<file path="src/rtl/read_prefetch.sv">
// read_prefetch: sequential read-ahead window between a read-mostly requester
// and the system bus. A read miss rebases a DEPTH-word window at the requested
// word and a background engine fills it word by word; later reads inside the
// window are served locally. Writes pass through to the bus and invalidate.
//
// Optional feature macro: READ_PREFETCH_SNOOP_EN
//   defined   - a write invalidates only when it hits the window, and the fill
//               restarts from the window start.
//   undefined - every write invalidates the whole window; no fill runs until
//               the next miss.
module read_prefetch #(
   parameter int DEPTH = 8
) (
   input  logic        i_reset,
   input  logic        i_clock,
   output logic        o_empty,
   output logic        o_busy,
   output logic        o_bus_rw,
   output logic        o_bus_request,
   input  logic        i_bus_ready,
   output logic [31:0] o_bus_address,
   input  logic [31:0] i_bus_rdata,
   output logic [31:0] o_bus_wdata,
   input  logic        i_rw,
   input  logic        i_request,
   output logic        o_ready,
   input  logic [31:0] i_address,
   output logic [31:0] o_rdata,
   input  logic [31:0] i_wdata
);

   localparam int PW = $clog2(DEPTH);
   localparam logic [PW:0] FPTR_FULL = (PW+1)'(DEPTH);

`ifdef READ_PREFETCH_SNOOP_EN
   localparam bit SNOOP_EN = 1'b1;
`else
   localparam bit SNOOP_EN = 1'b0;
`endif

   typedef enum logic [1:0] {
      C_IDLE  = 2'd0,
      C_WAIT  = 2'd1,
      C_WRITE = 2'd2,
      C_ACK   = 2'd3
   } c_state_t;

   typedef enum logic [1:0] {
      B_IDLE  = 2'd0,
      B_FILL  = 2'd1,
      B_WRITE = 2'd2,
      B_TERM  = 2'd3
   } b_state_t;

   // window state
   logic [29:0]      base_q, base_d;
   logic [DEPTH-1:0] valid_q, valid_d;
   logic [31:0]      data_q [DEPTH];
   logic [31:0]      data_d [DEPTH];
   logic [PW:0]      fptr_q, fptr_d;
   logic             gen_q, gen_d;

   // client side
   c_state_t         c_state_q, c_state_d;
   logic [PW-1:0]    c_off_q, c_off_d;
   logic             ready_q, ready_d;
   logic [31:0]      rdata_q, rdata_d;

   // bus side
   b_state_t         b_state_q, b_state_d;
   logic             b_gen_q, b_gen_d;
   logic [PW-1:0]    b_idx_q, b_idx_d;
   logic             bus_req_q, bus_req_d;
   logic             bus_rw_q, bus_rw_d;
   logic [31:0]      bus_addr_q, bus_addr_d;
   logic [31:0]      bus_wdata_q, bus_wdata_d;

   logic             busy_q, busy_d;
   logic             empty_q, empty_d;

   // decode / handshake helpers
   logic [29:0]      off_full_s;
   logic [PW-1:0]    off_s;
   logic             in_window_s;
   logic             hit_s;
   logic             deliver_s;
   logic             rebase_s;
   logic             wr_inval_s;
   logic [29:0]      fill_word_s;

   // Window hit decode; a window whose remaining entries will never be filled counts as a miss.
   always_comb begin
      off_full_s  = i_address[31:2] - base_q;
      off_s       = off_full_s[PW-1:0];
      in_window_s = (off_full_s < 30'(DEPTH));
      hit_s       = in_window_s && (valid_q[off_s] || (fptr_q != FPTR_FULL));
      deliver_s   = (b_state_q == B_FILL) && i_bus_ready && (b_gen_q == gen_q);
   end

   // Client FSM: decides hits, misses and write invalidation; latches read data.
   always_comb begin
      c_state_d  = c_state_q;
      c_off_d    = c_off_q;
      rdata_d    = rdata_q;
      rebase_s   = 1'b0;
      wr_inval_s = 1'b0;
      case (c_state_q)
         C_IDLE: begin
            if (i_request) begin
               if (i_rw) begin
                  c_state_d = C_WRITE;
                  if (SNOOP_EN) begin
                     wr_inval_s = hit_s;
                  end else begin
                     wr_inval_s = 1'b1;
                  end
               end else if (hit_s) begin
                  c_off_d = off_s;
                  if (valid_q[off_s]) begin
                     rdata_d   = data_q[off_s];
                     c_state_d = C_ACK;
                  end else if (deliver_s && (b_idx_q == off_s)) begin
                     rdata_d   = i_bus_rdata;
                     c_state_d = C_ACK;
                  end else begin
                     c_state_d = C_WAIT;
                  end
               end else begin
                  rebase_s  = 1'b1;
                  c_off_d   = {PW{1'b0}};
                  c_state_d = C_WAIT;
               end
            end else begin
               c_state_d = C_IDLE;
            end
         end
         C_WAIT: begin
            if (valid_q[c_off_q]) begin
               rdata_d   = data_q[c_off_q];
               c_state_d = C_ACK;
            end else if (deliver_s && (b_idx_q == c_off_q)) begin
               rdata_d   = i_bus_rdata;
               c_state_d = C_ACK;
            end else begin
               c_state_d = C_WAIT;
            end
         end
         C_WRITE: begin
            if ((b_state_q == B_WRITE) && i_bus_ready) begin
               c_state_d = C_ACK;
            end else begin
               c_state_d = C_WRITE;
            end
         end
         C_ACK: begin
            if (!i_request) begin
               c_state_d = C_IDLE;
            end else begin
               c_state_d = C_ACK;
            end
         end
         default: begin
            c_state_d = C_IDLE;
         end
      endcase
      // o_ready follows one edge after the ACK decision and drops with the exit
      ready_d = (c_state_q == C_ACK) && (c_state_d == C_ACK);
   end

   // Window update: fill delivery first, then rebase/invalidation override it.
   always_comb begin
      base_d  = base_q;
      valid_d = valid_q;
      fptr_d  = fptr_q;
      gen_d   = gen_q;
      data_d  = data_q;
      if (deliver_s) begin
         data_d[b_idx_q]  = i_bus_rdata;
         valid_d[b_idx_q] = 1'b1;
         fptr_d           = fptr_q + {{PW{1'b0}}, 1'b1};
      end else begin
         fptr_d = fptr_q;
      end
      if (rebase_s) begin
         base_d  = i_address[31:2];
         valid_d = {DEPTH{1'b0}};
         fptr_d  = {(PW+1){1'b0}};
         gen_d   = ~gen_q;
      end else if (wr_inval_s) begin
         // gen also toggles here so a fill already on the bus cannot land stale data
         valid_d = {DEPTH{1'b0}};
         gen_d   = ~gen_q;
         if (SNOOP_EN) begin
            fptr_d = {(PW+1){1'b0}};
         end else begin
            fptr_d = FPTR_FULL;
         end
      end else begin
         base_d = base_q;
      end
   end

   // Bus FSM: client writes first, otherwise fetch the next window word.
   always_comb begin
      b_state_d   = b_state_q;
      b_gen_d     = b_gen_q;
      b_idx_d     = b_idx_q;
      bus_req_d   = bus_req_q;
      bus_rw_d    = bus_rw_q;
      bus_addr_d  = bus_addr_q;
      bus_wdata_d = bus_wdata_q;
      fill_word_s = base_d + 30'(fptr_d);
      case (b_state_q)
         B_IDLE: begin
            if (c_state_d == C_WRITE) begin
               b_state_d   = B_WRITE;
               bus_req_d   = 1'b1;
               bus_rw_d    = 1'b1;
               bus_addr_d  = i_address;
               bus_wdata_d = i_wdata;
            end else if (fptr_d < FPTR_FULL) begin
               b_state_d   = B_FILL;
               b_gen_d     = gen_d;
               b_idx_d     = fptr_d[PW-1:0];
               bus_req_d   = 1'b1;
               bus_rw_d    = 1'b0;
               bus_addr_d  = {fill_word_s, 2'b00};
               bus_wdata_d = 32'h0;
            end else begin
               b_state_d = B_IDLE;
            end
         end
         B_FILL, B_WRITE: begin
            if (i_bus_ready) begin
               b_state_d   = B_TERM;
               bus_req_d   = 1'b0;
               bus_rw_d    = 1'b0;
               bus_addr_d  = 32'h0;
               bus_wdata_d = 32'h0;
            end else begin
               b_state_d = b_state_q;
            end
         end
         B_TERM: begin
            b_state_d = B_IDLE;
         end
         default: begin
            b_state_d   = B_IDLE;
            bus_req_d   = 1'b0;
            bus_rw_d    = 1'b0;
            bus_addr_d  = 32'h0;
            bus_wdata_d = 32'h0;
         end
      endcase
      busy_d  = (b_state_d != B_IDLE) || (fptr_d < FPTR_FULL) || (c_state_d == C_WRITE);
      empty_d = (valid_d == {DEPTH{1'b0}});
   end

   // Window storage registers; fill is parked at DEPTH until the first miss.
   always_ff @(posedge i_clock or negedge i_reset) begin
      if (!i_reset) begin
         base_q  <= 30'h0;
         valid_q <= {DEPTH{1'b0}};
         fptr_q  <= FPTR_FULL;
         gen_q   <= 1'b0;
         for (int i = 0; i < DEPTH; i++) begin
            data_q[i] <= 32'h0;
         end
      end else begin
         base_q  <= base_d;
         valid_q <= valid_d;
         fptr_q  <= fptr_d;
         gen_q   <= gen_d;
         data_q  <= data_d;
      end
   end

   // Client FSM state and requester-facing outputs.
   always_ff @(posedge i_clock or negedge i_reset) begin
      if (!i_reset) begin
         c_state_q <= C_IDLE;
         c_off_q   <= {PW{1'b0}};
         ready_q   <= 1'b0;
         rdata_q   <= 32'h0;
      end else begin
         c_state_q <= c_state_d;
         c_off_q   <= c_off_d;
         ready_q   <= ready_d;
         rdata_q   <= rdata_d;
      end
   end

   // Bus FSM state, issuing tag and bus-facing outputs.
   always_ff @(posedge i_clock or negedge i_reset) begin
      if (!i_reset) begin
         b_state_q   <= B_IDLE;
         b_gen_q     <= 1'b0;
         b_idx_q     <= {PW{1'b0}};
         bus_req_q   <= 1'b0;
         bus_rw_q    <= 1'b0;
         bus_addr_q  <= 32'h0;
         bus_wdata_q <= 32'h0;
         busy_q      <= 1'b0;
         empty_q     <= 1'b1;
      end else begin
         b_state_q   <= b_state_d;
         b_gen_q     <= b_gen_d;
         b_idx_q     <= b_idx_d;
         bus_req_q   <= bus_req_d;
         bus_rw_q    <= bus_rw_d;
         bus_addr_q  <= bus_addr_d;
         bus_wdata_q <= bus_wdata_d;
         busy_q      <= busy_d;
         empty_q     <= empty_d;
      end
   end

   assign o_empty       = empty_q;
   assign o_busy        = busy_q;
   assign o_bus_rw      = bus_rw_q;
   assign o_bus_request = bus_req_q;
   assign o_bus_address = bus_addr_q;
   assign o_bus_wdata   = bus_wdata_q;
   assign o_ready       = ready_q;
   assign o_rdata       = rdata_q;

endmodule

</file>
<file path="config.mk">
export PLATFORM = sky130hd
export DESIGN_NAME = read_prefetch
export DESIGN_NICKNAME = d
export VERILOG_FILES = /design/src/rtl/read_prefetch.sv
export SDC_FILE = /design/constraint.sdc
export NUM_CORES = 1
export LEC_CHECK = 0
export ABC_CLOCK_PERIOD_IN_PS = 15330
export BUFFER_PORTS_ARGS = -buffer_cell sky130_fd_sc_hd__clkbuf_2
export CORE_UTILIZATION = 30
export DETAILED_ROUTE_END_ITERATION = 16
export PLACE_DENSITY = 0.57
export SLEW_MARGIN = 20
export SYNTH_ARGS = -nofsm -noshare
export SYNTH_HDL_FRONTEND = slang
export SYNTH_SLANG_ARGS = --single-unit
</file>
<file path="constraint.sdc">
create_clock -name i_clock -period 15.33 [get_ports i_clock]
set_clock_uncertainty 0.15 [all_clocks]
set_input_delay 3.066 -clock i_clock [delete_from_list [all_inputs] [get_ports i_clock]]
set_output_delay 3.066 -clock i_clock [all_outputs]
set_load 0.05 [all_outputs]
</file>
==> results of run 1 <==
registers in the layout (all words and copies together) (netlist names), 4 cells and up:
signal,count
o_rdata,32
valid_q,8
o_bus_address,32
data_q,256
fptr_q,4
o_bus_wdata,32
base_q,30
cells in the final DEF (no fill, tap or decap), types with 4 or more instances in the layout:
master     count
clkbuf_2     200
or4_1          5
a22oi_1       13
clkbuf_16     47
a31oi_1       10
nor2b_1        4
o22ai_1        4
nor2_1       143
mux4_2       132
nor4_1         7
or3_1          7
a211oi_1      38
o21a_1         6
mux2i_1       77
nand3_1       52
o31ai_1        5
nor3_1        21
o21ai_0       62
buf_4         31
dfrtp_1      406
o211ai_1      14
xnor2_1       32
clkbuf_8      12
a21oi_1       81
and2_1         6
a32oi_1        6
a21o_1        25
nand2b_1       8
inv_1         50
nand4_1       14
mux2_2       264
o21ai_1       17
clkinv_2       5
a22o_1        45
clkbuf_1       9
xor2_1        20
ha_1          38
and3_1        13
nand2_1       75
bufinv_16      8
stage by stage:
stage | power (mW) | worst slack [ns] | cell area [um^2]
after CTS | 5.49 | 5.96 | 26800
after global routing | 5.77 | 5.48 | 26800
final | 5.45 | 5.81 | 26800
after detailed placement | 4.21 | 5.36 | 25100
after global placement | 4.16 | 5.50 | 25100
after floorplan | 3.52 | 6.91 | 23000
power breakdown:
part           total [mW]  switching [mW]  internal (mW)
combinational        2.60            1.62          0.983
sequential           1.60           0.210           1.39
clock                1.25           0.483          0.762
Yosys cell counts, drive strengths merged, types with 8 or more instances:
cell type    n
a211oi      38
a21o        25
a21oi       83
a22o        45
a22oi       13
a31oi       10
and3        13
buf         45
clkbuf      90
dfrtp      409
ha          39
inv         50
mux2       264
mux2i       77
mux4       132
nand2       75
nand2b       8
nand3       53
nand4       15
nor2       145
nor3        24
o211ai      16
o21ai       81
xnor2       33
xor2        20
routing by layer:
layer | track usage [%] | vias to the layer above | routed length (um) | share of wire (%)
met3 | 3.21 | 121 | 4140 | 6.2
met1 | 23.0 | 8822 | 28900 | 43
li1 | - | 7503 | - | -
met4 | 4.56 | 8 | 1530 | 2.3
met5 | 0 | - | 54 | 0.081
met2 | 27.8 | 546 | 32100 | 48
cells by family (layout without fill, tap and decap cells):
logic type | after synthesis | count (layout) | share of synthesized area (%)
buf+inv | 185 | 369 | 3.22
fa+ha+maj | 41 | 41 | 2.29
flops | 411 | 411 | 44.7
compound gates | 371 | 371 | 10.9
mux | 473 | 473 | 29.2
xor+xnor | 53 | 53 | 2.02
simple gates | 378 | 378 | 7.67
other cells | 0 | 3 | 0
worst min-delay path by stage:
stage	slack [ns]	start	to
4_1_cts	0.34	o_bus_address[4]	o_bus_address[4]
3_3_place_gp	0.31	o_bus_rw	o_bus_rw
5_1_grt	0.35	o_bus_rw	o_bus_rw
2_1_floorplan	0.33	gen_q	gen_q
6_report	0.33	o_bus_rw	o_bus_rw
3_5_place_dp	0.32	o_bus_request	o_bus_request
final cells by class:
| type | instances | area [um^2] |
|---|---|---|
| diodes | 3 | 7.51 |
| clock buffers | 68 | 1380 |
| clock inverters | 18 | 358 |
| fillers | 7462 | 49100 |
| inverters | 50 | 188 |
| multi-input cells | 1316 | 12100 |
| flip-flops and latches | 411 | 10300 |
| well taps | 1030 | 1290 |
| repair buffers | 233 | 1270 |
critical path: stages:
cell	delay, ns
clkbuf_2	0.15
inv_1	0.09
ha_4	0.17
fa_2	0.54
buf_4	0.67
mux4_2	0.34
mux2_2	0.19
nor3_1	0.06
nor4_1	0.39
o2111ai_1	0.19
nor4_1	0.38
and4_4	0.53
o21ai_1	0.38
nor2_1	0.50
ha_1	0.32
a21o_1	0.16
a21o_1	0.20
a21oi_1	0.42
or3_1	0.24
nor2_1	0.05
o21ai_0	0.24
o2bb2a_1	0.31
xnor2_1	0.14
o21ai_1	0.08
==> flow_summary.yaml, run 1 <==
critical_path:
  crit_type: "in -> reg"
  cp_data_arrival_time_ns: 9.84
  r2r-start: "base_q[0]"
  cp-startpoint: "i_address[2]"
  rrSetupSlack_ns: 8.11
  cp_max_fo: 36
  r2r_cells: 22
  critPathCaptureType: "register"
  reg2reg_to: "o_bus_address[27]"
  critPathLaunchType: "input pin"
  crit_end: "o_bus_address[27]"
  worstPathRequired_ns: 15.65
synthesis:
  yosysSeqAreaShare_pct: 44.7
  synth_top_cell_area_share_pct: 44.5
  yosysTopAreaCell: "dfrtp_1"
  synth_edf_count: 0
  ys_warn_count: 0
  yosys-top-cells-area: "dfrtp_1, mux2_2, mux4_2"
  ys_ff_latch: 411
  synth.distinct_cells: 80
  syn-num-nets: 2054
  ys_async_sr_fraction_pct: 100
  synthCells: 1912
  netlist_area_um2: 23000
  synth_area_per_cell_um2: 12.0
  ys.flop_type: "dfrtp_1"
timing:
  post-route-period-util_pct: 62.1
  max_freq_mhz: 105
  timing.max_slew.rel_slack_pct: 22.7
  slew_violations: 0
  rsz0062_at_grt: "false"
  worst_pin_slew_ns: 1.16
  hold_viol_final: 0
  final.setup.tns_ns: 0
  holdWs_ns: 0.334
  finalSetupViolCount: 0
  min_period_ns: 9.52
route:
  via_per_inst: 5.43
  vias: 17000
  drt_wl_total_um: 66700
  drc_errors: 0
  dr.pass1.iters: 5
  drtIter0Drc: 1519
  drtAntennaViolNets: 0
  wire_per_inst_um: 21.3
pwr:
  cellPowerDensity_nw_per_um2: 203
  ir_drop_uv: 144
  leakage_nw: 11.8
clock_tree:
  cts.clk_slew.worst_paths_ns: 0.06
  cts_max_path_buffers: 3
  h-tree-depth: 2
  hold_buffers: 0
  post-cts-setup-buffer-count: 0
  cts_resized: 0
  clock-sinks: 411
  root_buffer: "clkbuf_16"
  cts_tree: "done"
  numCtsBuffers: 47
  clk_latency_ns: 0.61
floorplanning:
  pin_count: 202
  die_area_um2: 77800
  coreArea_um2: 75900
  start_util_pct: 30.3
  rows: 101
  die_w_um: 279
  die_h_um: 279
cells_and_area:
  syn2layout_area_growth_pct: 16.7
  drive_gt1_share_pct: 35.3
  fin_cells: 3129
  final_util_pct: 35.4
  fin_nets: 2201
run_status:
  outcome: "finished clean"
place:
  gp_congestion: 0.885
  io_buffers: 201
  place_inst: 3040
  hpwl_um: 42800
grt:
  grt_pass1_wl_um: 104000
  grt_pass1_vias: 17300
  grt_max_degree: 168
  grt_overflow: 0
  antenna_found_initial: 7
  grtUsageTotal_pct: 17.0
min_path:
  hold_path_depth: 1
  hold_path.class: "reg -> reg"
run:
  maxCapViolations: 0
Note: power is estimated with default switching activity, not from simulation.
==> run 2: changes to the inputs <==
--- a/config.mk
+++ b/config.mk
@@ -5,7 +5,8 @@
 export SDC_FILE = /design/constraint.sdc
 export NUM_CORES = 1
 export LEC_CHECK = 0
-export ABC_CLOCK_PERIOD_IN_PS = 15330
+export ABC_AREA = 1
+export ABC_CLOCK_PERIOD_IN_PS = 9650
 export BUFFER_PORTS_ARGS = -buffer_cell sky130_fd_sc_hd__clkbuf_2
 export CORE_UTILIZATION = 30
 export DETAILED_ROUTE_END_ITERATION = 16
==> constraint.sdc (replaced) <==
create_clock -name i_clock -period 9.65 [get_ports i_clock]
set_clock_uncertainty 0.15 [all_clocks]
set_input_delay 1.93 -clock i_clock [delete_from_list [all_inputs] [get_ports i_clock]]
set_output_delay 1.93 -clock i_clock [all_outputs]
set_load 0.05 [all_outputs]
==> flow_summary.yaml, run 2 <==
run_status:
  outcome: "complete, but fails checks"
  failed_checks: "design-rule violations"
timing:
  final.setup.tns_ns: 0
  finalSetupViolCount: 0
  min_period_ns: 7.88
  rsz0062_at_grt: "false"
  setup_slack_ns: 1.77
  max_freq_mhz: 127
  hold_viol_final: 0
  worst_pin_slew_ns: 1.10
  timing.max_slew.rel_slack_pct: 26.9
  slew_violations: 0
  post-route-period-util_pct: 81.6
critical_path:
  worstPathRequired_ns: 9.99
  r2r-start: "base_q[0]"
  critPathSlowestCell: "fa_4"
  crit_type: "in -> reg"
  critPathLaunchType: "input pin"
  rrSetupSlack_ns: 2.92
  r2r_cells: 29
  max_stage_delay_ns: 0.98
  critPathCaptureType: "register"
  reg2reg_to: "o_bus_address[15]"
  cp_max_fo: 52
  cp_data_arrival_time_ns: 8.21
clock_tree:
  cts_max_path_buffers: 3
  numCtsBuffers: 51
  h-tree-depth: 2
  hold_buffers: 0
  cts_resized: 0
  clock-sinks: 411
  clk_latency_ns: 0.63
  post-cts-setup-buffer-count: 0
  cts_tree: "done"
  cts.clk_slew.worst_paths_ns: 0.06
  root_buffer: "clkbuf_16"
place:
  io_buffers: 201
  gp_congestion: 0.930
  place_area_um2: 26200
  hpwl_um: 49900
  dp_slack_ns: 1.23
grt:
  grtUsageTotal_pct: 19.8
  grt_pass1_vias: 22200
  grt_overflow: 0
  grt_pass1_wl_um: 129000
  grt_max_degree: 146
  antenna_found_initial: 6
floorplanning:
  die_w_um: 287
  die_h_um: 287
  start_util_pct: 30.3
  die_area_um2: 82300
  pin_count: 202
  rows: 104
  coreArea_um2: 80400
cells_and_area:
  design_area_um2: 28000
  final_cell_mix: "nand2_1, o21ai_0, dfrtp_1"
  fin_nets: 3666
  layout_commonest_cell: "nand2_1"
  drive_gt1_share_pct: 10.3
  syn2layout_area_growth_pct: 14.8
  largest-register: "data_q"
  register_area_um2: 10300
  largest_register_ffs: 256
  fillers: 8703
  multi_input_area_um2: 11900
synthesis:
  synth_edf_count: 0
  ys_warn_count: 0
  synth_top_cell_area_share_pct: 42.0
  synth_most_common_cell: "nand2_1"
  netlist_area_um2: 24300
  yosys-top-cells-area: "dfrtp_1, nand2_1, o21ai_0"
  ys_top_cells_by_count: "nand2_1, o21ai_0, dfrtp_1"
  ys_async_sr_fraction_pct: 100
  yosysSeqAreaShare_pct: 42.3
  synth.distinct_cells: 51
  syn-num-nets: 3586
  ys_ff_latch: 411
  synthCells: 3444
  yosysTopAreaCell: "dfrtp_1"
  synth_area_per_cell_um2: 7.07
  ys.flop_type: "dfrtp_1"
min_path:
  min_to: "o_bus_request"
  min_from: "o_bus_request"
  hold_path.class: "reg -> reg"
  hold_path_depth: 2
pwr:
  ir_drop_uv: 264
  leakage_nw: 13.4
  p_total_mw: 9.93
  cellPowerDensity_nw_per_um2: 355
route:
  dr.pass1.iters: 12
  drt_wl_total_um: 82700
  wire_per_inst_um: 17.9
  drtIter0Drc: 2007
  drtAntennaViolNets: 0
  drc_errors: 1
  vias: 23600
  via_per_inst: 5.10
run:
  maxCapViolations: 0
run 2: cell count changes in the layout (fill, tap and decap cells not counted), sizes merged, moves of 43 or more:
cell,change
nand3,+77
mux2,-264
nand2,+812
nor2,+198
mux2i,-77
o21ai,+481
o211ai,+43
mux4,-132
a21oi,+183
inv,+300
run 2: cells by family (layout without fill, tap and decap cells):
family	Yosys count	count (layout)	synth area share (%)
AO/OA/AOI/OAI	1009	1009	22.7
XOR/XNOR	17	17	0.673
adder cells (fa/ha/maj)	41	41	2.17
buffers and inverters	560	677	9.09
flip-flops	411	411	42.3
other	0	3	0
AND/OR/NAND/NOR	1406	1406	23.1
run 2: layer usage:
metal | part of all wire (%) | up-vias | global-route usage [%] | wire length, um
met4 | 3.0 | 6 | 6.26 | 2440
met5 | 0.054 | - | 0 | 45
met1 | 45 | 11100 | 27.3 | 37000
li1 | - | 11500 | - | -
met2 | 46 | 743 | 31.8 | 37900
met3 | 6.3 | 174 | 2.94 | 5240
run 2: layout make-up:
type | instances | share of cell area (%)
antenna | 3 | 0.0269
clock buffer | 72 | 5.31
clock inverter | 18 | 1.03
inverter | 352 | 4.76
multi-input combinational | 2473 | 42.7
sequential | 411 | 36.8
tap | 1060 | 4.74
timing repair buffer | 235 | 4.59
run 2: critical path: cells and delay by family:
family	cells	cell delay, ns
fa+ha+maj	3	1.43
buf+inv	6	0.77
simple gates	17	3.07
compound gates	5	0.97
run 2: how the worst max path moves through the flow:
stage	depth (start not counted)	from	end	slack [ns]
after floorplan	32	i_address[2]	o_bus_address[23]	3.21
after CTS	31	i_address[2]	o_bus_address[15]	1.81
after detailed placement	31	i_address[2]	o_bus_address[15]	1.23
after global routing	31	i_address[2]	o_bus_address[15]	1.20
after global placement	33	i_address[2]	o_bus_address[19]	1.36
final	31	i_address[2]	o_bus_address[15]	1.77
run 2: power by group:
group          switching (mW)  total (mW)  internal (mW)
registers               0.409        2.78           2.38
logic                    3.65        5.13           1.47
clock network           0.806        2.01           1.21
run 2: per-stage QoR:
step	hold slack [ns]	util (%)	cells
global placement	0.305	32.5	4531
global route	0.353	34.8	4624
floorplan	0.303	-	3444
CTS	0.335	34.8	4621
detailed placement	0.315	32.5	4531
finish	0.329	34.8	4624
==> run 3: changes to the inputs <==
--- a/config.mk
+++ b/config.mk
@@ -6,11 +6,11 @@
 export NUM_CORES = 1
 export LEC_CHECK = 0
 export ABC_AREA = 1
-export ABC_CLOCK_PERIOD_IN_PS = 9650
+export ABC_CLOCK_PERIOD_IN_PS = 6410
 export BUFFER_PORTS_ARGS = -buffer_cell sky130_fd_sc_hd__clkbuf_2
 export CORE_UTILIZATION = 30
 export DETAILED_ROUTE_END_ITERATION = 16
-export PLACE_DENSITY = 0.57
+export PLACE_DENSITY = 0.58
 export SLEW_MARGIN = 20
 export SYNTH_ARGS = -nofsm -noshare
 export SYNTH_HDL_FRONTEND = slang
==> constraint.sdc (replaced) <==
create_clock -name i_clock -period 6.41 [get_ports i_clock]
set_clock_uncertainty 0.15 [all_clocks]
set_input_delay 1.282 -clock i_clock [delete_from_list [all_inputs] [get_ports i_clock]]
set_output_delay 1.282 -clock i_clock [all_outputs]
set_load 0.05 [all_outputs]
==> flow_summary.yaml, run 3 (synthesized netlist as in run 2, its figures left out) <==
timing:
  max_freq_mhz: 178
  worst_pin_slew_ns: 1.13
  timing.max_slew.rel_slack_pct: 24.7
  post-route-period-util_pct: 87.7
  min_period_ns: 5.62
  final.setup.tns_ns: 0
  finalSetupViolCount: 0
  rsz0062_at_grt: "false"
  slew_violations: 0
  hold_viol_final: 0
cells_and_area:
  largest_register_ffs: 256
  drive_gt1_share_pct: 10.5
  final_cell_mix: "nand2_1, o21ai_0, dfrtp_1"
  layout_commonest_cell: "nand2_1"
  fillers: 8774
  final_util_pct: 34.8
  design_area_um2: 28000
  multi_input_area_um2: 11900
  syn2layout_area_growth_pct: 15.0
  register_area_um2: 10300
  fin_nets: 3679
  largest-register: "data_q"
place:
  gp_congestion: 0.918
  io_buffers: 201
  hpwl_um: 50400
  place_area_um2: 26300
grt:
  antenna_found_initial: 5
  grt_max_degree: 138
  grt_overflow: 0
  grtUsageTotal_pct: 19.7
  grt_pass1_wl_um: 129000
  grt_pass1_vias: 22200
route:
  wl_met2_um: 37500
  drt_wl_total_um: 82400
  wire_per_inst_um: 17.8
  drtAntennaViolNets: 0
  drc_errors: 0
  drtIter0Drc: 1829
  routed.top_layer: "met5"
  met1_length_um: 37500
  via_per_inst: 5.07
  vias: 23500
  route.met3.wl_um: 5290
  dr.pass1.iters: 6
clock_tree:
  clock-sinks: 411
  hold_buffers: 0
  h-tree-depth: 2
  cts_tree: "done"
  post-cts-setup-buffer-count: 0
  root_buffer: "clkbuf_16"
  clk_latency_ns: 0.62
  cts_max_path_buffers: 3
  cts.clk_slew.worst_paths_ns: 0.06
  numCtsBuffers: 50
  cts_resized: 0
floorplanning:
  die_h_um: 287
  die_w_um: 287
  start_util_pct: 30.3
  rows: 104
  coreArea_um2: 80400
  pin_count: 202
  die_area_um2: 82300
min_path:
  hold_path.class: "reg -> reg"
pwr:
  cellPowerDensity_nw_per_um2: 532
  ir_drop_uv: 308
  internal_power_mw: 7.58
  switching_share_pct: 49.1
  p_total_mw: 14.9
  pwr-share-comb_pct: 52.3
  leakage_nw: 13.4
  seqPwrFrac_pct: 28.2
  power.switching_mw: 7.31
  p_clk_share_pct: 19.5
critical_path:
  critPathSlowestCell: "fa_4"
  crit_type: "in -> reg"
  cp_max_fo: 7
  cp_data_arrival_time_ns: 5.98
  worstPathRequired_ns: 6.77
  max_stage_delay_ns: 0.77
  path_delay_family: "simple AND/OR/NAND/NOR gates"
  critPathCaptureType: "register"
  crit_buf_inv: 6
  critPathLaunchType: "input pin"
run_status:
  outcome: "finished clean"
run:
  maxCapViolations: 0
run 3: cell count changes in the layout (fill, tap and decap cells not counted), sizes merged:
cell	delta
buf	+14
bufinv	-2
clkbuf	+5
clkinv	-3
clkinvlp	-2
inv	+2
run 3: final cells by class:
cell class	count	area share [%]
multi-input cells	2473	42.7
flip-flops and latches	411	36.8
clock buffers	77	5.33
repair buffers	249	5.05
inverters	352	4.75
well taps	1060	4.74
clock inverters	13	0.671
diodes	3	0.0268
run 3: worst paths after layout:
| kind | from | endpoint | slack (ns) | cells past startpoint |
|---|---|---|---|---|
| min reg2reg | o_bus_request | o_bus_request | 0.33 | 2 |
| max in group asynchronous | i_reset | data_q[65] | 4.09 | 2 |
| min in group asynchronous | i_reset | o_rdata[15] | 0.55 | 1 |
| max | i_address[2] | o_bus_address[19] | 0.79 | 33 |
| max reg2reg | base_q[0] | o_bus_address[19] | 1.20 | 31 |
| min | o_bus_request | o_bus_request | 0.33 | 2 |
run 3: worst register-to-register path, delay by kind of cell, from the launching register on:
family                     cells  cell delay (ns)
and+or+nand+nor               23             2.85
DFF                            1             0.42
AOI/OAI and AO/OA              1             0.15
buffers and inverters          4             0.28
adders and majority gates      3             1.23
run 3: metal layers:
metal | GRT usage, % | up-vias
li1 | - | 11500
met1 | 27.4 | 11100
met2 | 31.3 | 724
met3 | 3.22 | 142
met4 | 5.86 | 6
met5 | 0 | -
run 3: through the flow:
| step | setup slack (ns) | hold WS (ns) | cells |
|---|---|---|---|
| after floorplan | 0.620 | 0.303 | 3444 |
| after global placement | 0.320 | 0.307 | 4545 |
| after detailed placement | 0.116 | 0.318 | 4545 |
| after CTS | 0.784 | 0.335 | 4635 |
| after global routing | 0.349 | 0.354 | 4637 |
| final | 0.786 | 0.328 | 4638 |
run 3: power groups by stage:
stage,registers [mW],logic (mW),clock network [mW]
after floorplan,4.97,4.70,0
after global placement,4.21,7.70,0
after detailed placement,4.22,7.74,0
after CTS,4.19,7.77,2.97
after global routing,4.32,8.68,3.07
final,4.20,7.79,2.90
